[src/rtl/scv_vram_arbiter.sv]
// ---------------------------------------------------------------------------
// scv_vram_arbiter
//
// Shares the single-port, synchronous-read 1Kx8 VRAM between the uPD7800 CPU
// bus and the video fetch engine. Video normally wins arbitration. A
// starvation counter forces a CPU grant after STARVE_MAX video grants made
// while a CPU access is waiting. The CPU is held off with CPU_WAITB until its
// access has completed.
//
// Handshakes:
//   CPU   : a request is CPU_CS with either strobe low. CPU_WAITB is low while
//           the request is held and not yet served. Once CPU_WAITB reads high
//           with the request still held, the access is finished (read data on
//           CPU_DO). The CPU must drop the request for at least one cycle
//           before the next access.
//   Video : VID_REQ is a level request. VID_ACK high in a cycle means VID_A
//           is sampled by the RAM at the end of that cycle, so the source may
//           move on to its next address. VID_VALID pulses one cycle later,
//           with VID_DO carrying the RAM word.
//
// Ports:
//   CLK, RES             clock, asynchronous active-high reset
//   CPU_CS/A/RDB/WRB/DI  CPU bus request side
//   CPU_DO, CPU_WAITB    CPU read data (held), CPU stall (low = stall)
//   VID_REQ, VID_A       video fetch request and address
//   VID_ACK              address accepted this cycle
//   VID_VALID, VID_DO    fetched data, one cycle after VID_ACK
//   RAM_A/WE/DI, RAM_DO  VRAM macro (WE sampled on negedge, DO 1 CLK after A)
//   DBG_STATE            arbitration phase of the current cycle
// ---------------------------------------------------------------------------
module scv_vram_arbiter #(
    parameter int AW         = 10,
    parameter int DW         = 8,
    parameter int STARVE_MAX = 4
) (
    input  logic          CLK,
    input  logic          RES,
    input  logic          CPU_CS,
    input  logic [AW-1:0] CPU_A,
    input  logic          CPU_RDB,
    input  logic          CPU_WRB,
    input  logic [DW-1:0] CPU_DI,
    output logic [DW-1:0] CPU_DO,
    output logic          CPU_WAITB,
    input  logic          VID_REQ,
    input  logic [AW-1:0] VID_A,
    output logic          VID_ACK,
    output logic          VID_VALID,
    output logic [DW-1:0] VID_DO,
    output logic [AW-1:0] RAM_A,
    output logic          RAM_WE,
    output logic [DW-1:0] RAM_DI,
    input  logic [DW-1:0] RAM_DO,
    output logic [2:0]    DBG_STATE
);

    localparam logic [2:0] ST_IDLE    = 3'd0;
    localparam logic [2:0] ST_VID     = 3'd1;
    localparam logic [2:0] ST_CPU_RD  = 3'd2;
    localparam logic [2:0] ST_CPU_RD2 = 3'd3;
    localparam logic [2:0] ST_CPU_WR  = 3'd4;

    localparam int            CW         = $clog2(STARVE_MAX + 1);
    localparam logic [CW-1:0] STARVE_LIM = CW'(STARVE_MAX);

    logic [2:0]    state_q, state_d;
    logic [2:0]    cur_state;
    logic [2:0]    out_state;
    logic [CW-1:0] starve_q, starve_d;
    logic          served_q, served_d;
    logic [DW-1:0] cpu_do_q, cpu_do_d;
    logic          vid_valid_q;

    logic cpu_req;
    logic cpu_pend;
    logic cpu_wr;

    assign cpu_req  = CPU_CS & ~(CPU_RDB & CPU_WRB);
    assign cpu_pend = cpu_req & ~served_q;
    // Both strobes low is illegal on the bus; it is handled as a write.
    assign cpu_wr   = ~CPU_WRB;

    // Arbitration is resolved in the same cycle it is evaluated: the winning
    // phase (VID, CPU_RD or CPU_WR) drives the RAM straight away, so a grant
    // costs no extra cycle. Only the read data capture (CPU_RD2) is a
    // registered follow-on phase, and no arbitration happens during it.
    always_comb begin
        cur_state = ST_IDLE;
        starve_d  = starve_q;
        if (state_q == ST_CPU_RD2) begin
            cur_state = ST_CPU_RD2;
        end else if (VID_REQ && !(cpu_pend && (starve_q == STARVE_LIM))) begin
            cur_state = ST_VID;
            if (cpu_pend && (starve_q != STARVE_LIM)) begin
                starve_d = starve_q + 1'b1;
            end
        end else if (cpu_pend) begin
            cur_state = cpu_wr ? ST_CPU_WR : ST_CPU_RD;
            starve_d  = '0;
        end
    end

    always_comb begin
        case (cur_state)
            ST_VID:    state_d = ST_VID;
            ST_CPU_RD: state_d = ST_CPU_RD2;
            default:   state_d = ST_IDLE;
        endcase
    end

    // Completion wins over the clear, so a request dropped during the last
    // access cycle still marks it served; the clear follows a cycle later.
    always_comb begin
        served_d = served_q;
        if ((cur_state == ST_CPU_RD2) || (cur_state == ST_CPU_WR)) begin
            served_d = 1'b1;
        end else if (!cpu_req) begin
            served_d = 1'b0;
        end
    end

    always_comb begin
        cpu_do_d = cpu_do_q;
        if (cur_state == ST_CPU_RD2) begin
            cpu_do_d = RAM_DO;
        end
    end

    always_ff @(posedge CLK or posedge RES) begin
        if (RES) begin
            state_q     <= ST_IDLE;
            starve_q    <= '0;
            served_q    <= 1'b0;
            cpu_do_q    <= '0;
            vid_valid_q <= 1'b0;
        end else begin
            state_q     <= state_d;
            starve_q    <= starve_d;
            served_q    <= served_d;
            cpu_do_q    <= cpu_do_d;
            vid_valid_q <= (cur_state == ST_VID);
        end
    end

    // While reset is asserted the combinational outputs must also sit at
    // their reset values, even though requests may still be present.
    assign out_state = RES ? ST_IDLE : cur_state;

    always_comb begin
        RAM_A   = '0;
        RAM_WE  = 1'b0;
        RAM_DI  = '0;
        VID_ACK = 1'b0;
        case (out_state)
            ST_VID: begin
                RAM_A   = VID_A;
                VID_ACK = 1'b1;
            end
            ST_CPU_RD: begin
                RAM_A = CPU_A;
            end
            ST_CPU_WR: begin
                RAM_A  = CPU_A;
                RAM_WE = 1'b1;
                RAM_DI = CPU_DI;
            end
            default: begin
            end
        endcase
    end

    assign CPU_WAITB = RES | ~cpu_pend;
    assign CPU_DO    = cpu_do_q;
    assign VID_VALID = vid_valid_q;
    assign VID_DO    = vid_valid_q ? RAM_DO : '0;
    assign DBG_STATE = out_state;

endmodule
[config.mk]
export PLATFORM = sky130hd
export DESIGN_NAME = scv_vram_arbiter
export DESIGN_NICKNAME = d
export VERILOG_FILES = /design/src/rtl/scv_vram_arbiter.sv
export SDC_FILE = /design/constraint.sdc
export NUM_CORES = 1
export LEC_CHECK = 0
export ABC_AREA = 1
export CORE_MARGIN = 3
export CORE_UTILIZATION = 32
export CTS_CLUSTER_DIAMETER = 100
export CTS_CLUSTER_SIZE = 14
export DETAILED_ROUTE_END_ITERATION = 8
export GPL_TIMING_DRIVEN = 1
export PLACE_DENSITY = 0.79
export SLEW_MARGIN = 20
export SYNTH_ARGS = -nofsm -noshare
export SYNTH_HDL_FRONTEND = slang
export SYNTH_SLANG_ARGS = --single-unit
[constraint.sdc]
create_clock -name CLK -period 2.17 [get_ports CLK]
set_input_delay 0.5425 -clock CLK [delete_from_list [all_inputs] [get_ports CLK]]
set_output_delay 0.5425 -clock CLK [all_outputs]
set_load 0.005 [all_outputs]
==> impl_metrics.toml <==
[outcome]
outcome = "complete, but fails checks"
violations = "setup timing"

[cells_and_area]
synthToLayoutAreaGrowth_pct = 143.7
diodes = 0
fillers = 151
multi_input_area_sq_um = 643.1
instances_no_fill = 311
ff_latch_area_sq_um = 375.4
drive_above_1_share_pct = 44.64
layout.nets = 325

[grt]
grt_pass1_vias = 1454
grt.overflow.total = 0
grt_use_total_pct = 25.20
grt_pass1_wl_mm = 6.900
grt_max_degree = 12
antenna_found_initial = 0

[run]
cap_violations = 0

[cts]
clk_path_buf_depth = 2
clk_pin_slew_ps = 100
cts.sinks = 15
clk_latency_ps = 300
cts_tree = "done"
cts_root_buffer = "clkbuf_4"
hold_buffers = 0
htreeDepth = 1
tritoncts.num_buffers = 3

[place]
place.gp.congestion = 0.8946
io_buffers = 82
place_ws_ps = -747.8
dp_hpwl_mm = 2.806
place_inst = 275

[setup_path]
ff2ff_path_depth = 11
crit_required_ps = 1630
r2r_slack_ps = 400
rr_endpoint = "state_q[0]"
rr_startpoint = "starve_q[1]"
critPathLaunch = "starve_q[0]"
worstPathArrival_ps = 2100
endpoint_kind = "primary output"
worstSetupPathType = "flip-flop to primary output"
worst-path-max-fanout = 3
critPathCapture = "RAM_A[3]"
cp-start-kind = "flip-flop"

[floorplanning]
dieWidth_um = 61.86
dieArea_sq_um = 3827
num_io_pins = 83
start_util_pct = 35.00
core-area_sq_um = 2853
core.rowCount = 19
die_h_um = 61.86

[power]
vdd_drop_max_uv = 646.6
p_total_mw = 1.300
power.density_nw_per_um2 = 534.2
p_leak_nw = 1.390

[logic_synthesis]
yosys.cell_types.count = 21
ys_ff_latch = 15
synth_edf_count = 0
post_synth_xor_area_fraction_pct = 0
synth_top_family_by_area = "simple AND/OR/NAND/NOR gates"
synth_area_sq_um = 998.5
ys_seq_area_share_pct = 37.59
synthTopCellsByArea = "dfrtp_1 38%, nand2_1 23%, inv_1 9.8%, nand2_2 4.4%, nor2_1 3.4%"
synthTopCellsByCount = "61 x nand2_1, 26 x inv_1, 15 x dfrtp_1"
synth.avg_cell_area_sq_um = 6.839
synth_nets = 190
synthMuxAreaShare_pct = 0
synth_simple_gate_area_share_pct = 41.23
yosysWarningCount = 0
async_flop_share_pct = 100.0
syn-instance-count = 146
synth_fa_ha_area_share_pct = 2.506
synth_compound_area_share_pct = 5.764
synth_top_cell_by_area = "dfrtp_1"
yosysMostFrequentCell = "nand2_1"
synth_flop_cell = "dfrtp_1"
yosysTopAreaCellShare_pct = 37.59

[timing]
period_share_pct = 121.6
worst_pin_slew_ps = 294.0
hold_viol_final = 0
finClkSkew_ps = 5.196
fmax_mhz = 378.9
slew_viol_final = 0
max-slew-margin-rel_pct = 80.40
rsz0062_at_grt = "true"
finalWorstSetupSlack_ps = -469.2
setup_viol = 24
period_minus_slack_ps = 2639
final.setup.tns_ps = -6880

[detailed_routing]
first_iter_violations = 112
drt_wl_total_mm = 5.744
drt-pass1-iter-count = 4
ant_nets = 0
vias = 1528
drc = 0
wl_per_cell_um = 18.47
via_per_inst = 4.913

[hold_path]
hold_path_class = "primary input to asynchronous set/reset pin"
[layer usage]
layer / global-route usage (%) / share of wire [%] / vias up
met3: 5.785 / 6.5 / 27
met2: 44.84 / 53 / 87
met5: 0 / 0 / -
li1: - / - / 703
met4: 9.091 / 4.1 / 0
met1: 29.44 / 36 / 711
[placed cells by master (no fill, tap or decap)]
master,count
dlymetal6s2s_1,5
buf_6,23
nor2_4,8
nand4_1,2
dfrtp_1,15
clkbuf_16,1
o21ai_0,3
nand2_2,18
clkbuf_2,1
inv_4,1
nand2_8,1
clkdlybuf4s15_1,1
inv_1,21
a21oi_1,2
clkdlybuf4s50_1,45
buf_4,33
nand2_1,45
o21bai_4,1
dlygate4sd2_1,6
and3b_1,1
inv_2,6
nor2_1,2
clkinvlp_4,1
nor2_2,2
o211ai_1,1
nand4_4,1
clkbuf_4,3
ha_4,1
buf_12,2
buf_2,15
o22ai_1,1
clkdlybuf4s15_2,1
ha_1,1
nand3_4,1
nand3_1,4
nand2_4,5
[cells by family (layout without fill, tap and decap cells)]
kind of cell	after synthesis	after routing
fa+ha+maj	2	2
compound gates	8	8
flops	15	15
simple gates	89	90
buf+inv	32	165
[what timing repair did]
action | in CTS | in global routing
endpoints found under the setup margin | 27 | 29
gates cloned | 3 | 0
buffers inserted | 27 | 4
pin swaps | 24 | 16
gates resized for setup | 142 | 39
[area by class of cell]
type	count	share of cell area (%)
tap	31	1.594
clock inverter	1	0.3085
timing repair buffer	133	50.90
multi-input combinational	100	26.43
clock buffer	3	0.9255
sequential	15	15.42
inverter	28	4.422
[power by group]
part | internal (mW) | total (mW) | switching [mW]
logic | 0.423 | 0.706 | 0.283
registers | 0.361 | 0.419 | 0.0580
clock network | 0.0704 | 0.175 | 0.105
total | 0.855 | 1.30 | 0.446
[how the worst min path moves through the flow]
stage,start,to
6_report,RES,starve_q[0]
5_1_grt,RES,starve_q[2]
4_1_cts,RES,served_q
3_5_place_dp,CPU_DO[1],CPU_DO[1]
3_3_place_gp,CPU_DO[0],CPU_DO[0]
2_1_floorplan,CPU_DO[0],CPU_DO[0]
[critical path, cell delays in order, from the launching register on]
cell       delay (ps)
dfrtp_1           390
inv_2              60
ha_4              160
nand2_4            60
o21bai_4           80
buf_12            130
nor2_4            100
inv_2              70
nor2_4            170
clkbuf_16         180
buf_6             100
buf_6              90
nand2_2            40
nand2_1            50
buf_2             110
[metrics by stage]
step           instance area [sq um]  utilization, %  hold WS (ps)
2_1_floorplan                  998.5               -         472.4
3_3_place_gp                    1997           70.00         463.7
3_5_place_dp                    1997           70.00         470.3
4_1_cts                         2282           80.00         453.1
5_1_grt                         2434           85.31         461.5
6_report                        2434           85.31         482.0
[flip-flops by register name, summed over array words and instances (netlist names)]
signal	count
VID_VALID	1
state_q	2
CPU_DO	8
served_q	1
starve_q	3
(Power assumes the default switching activity.)
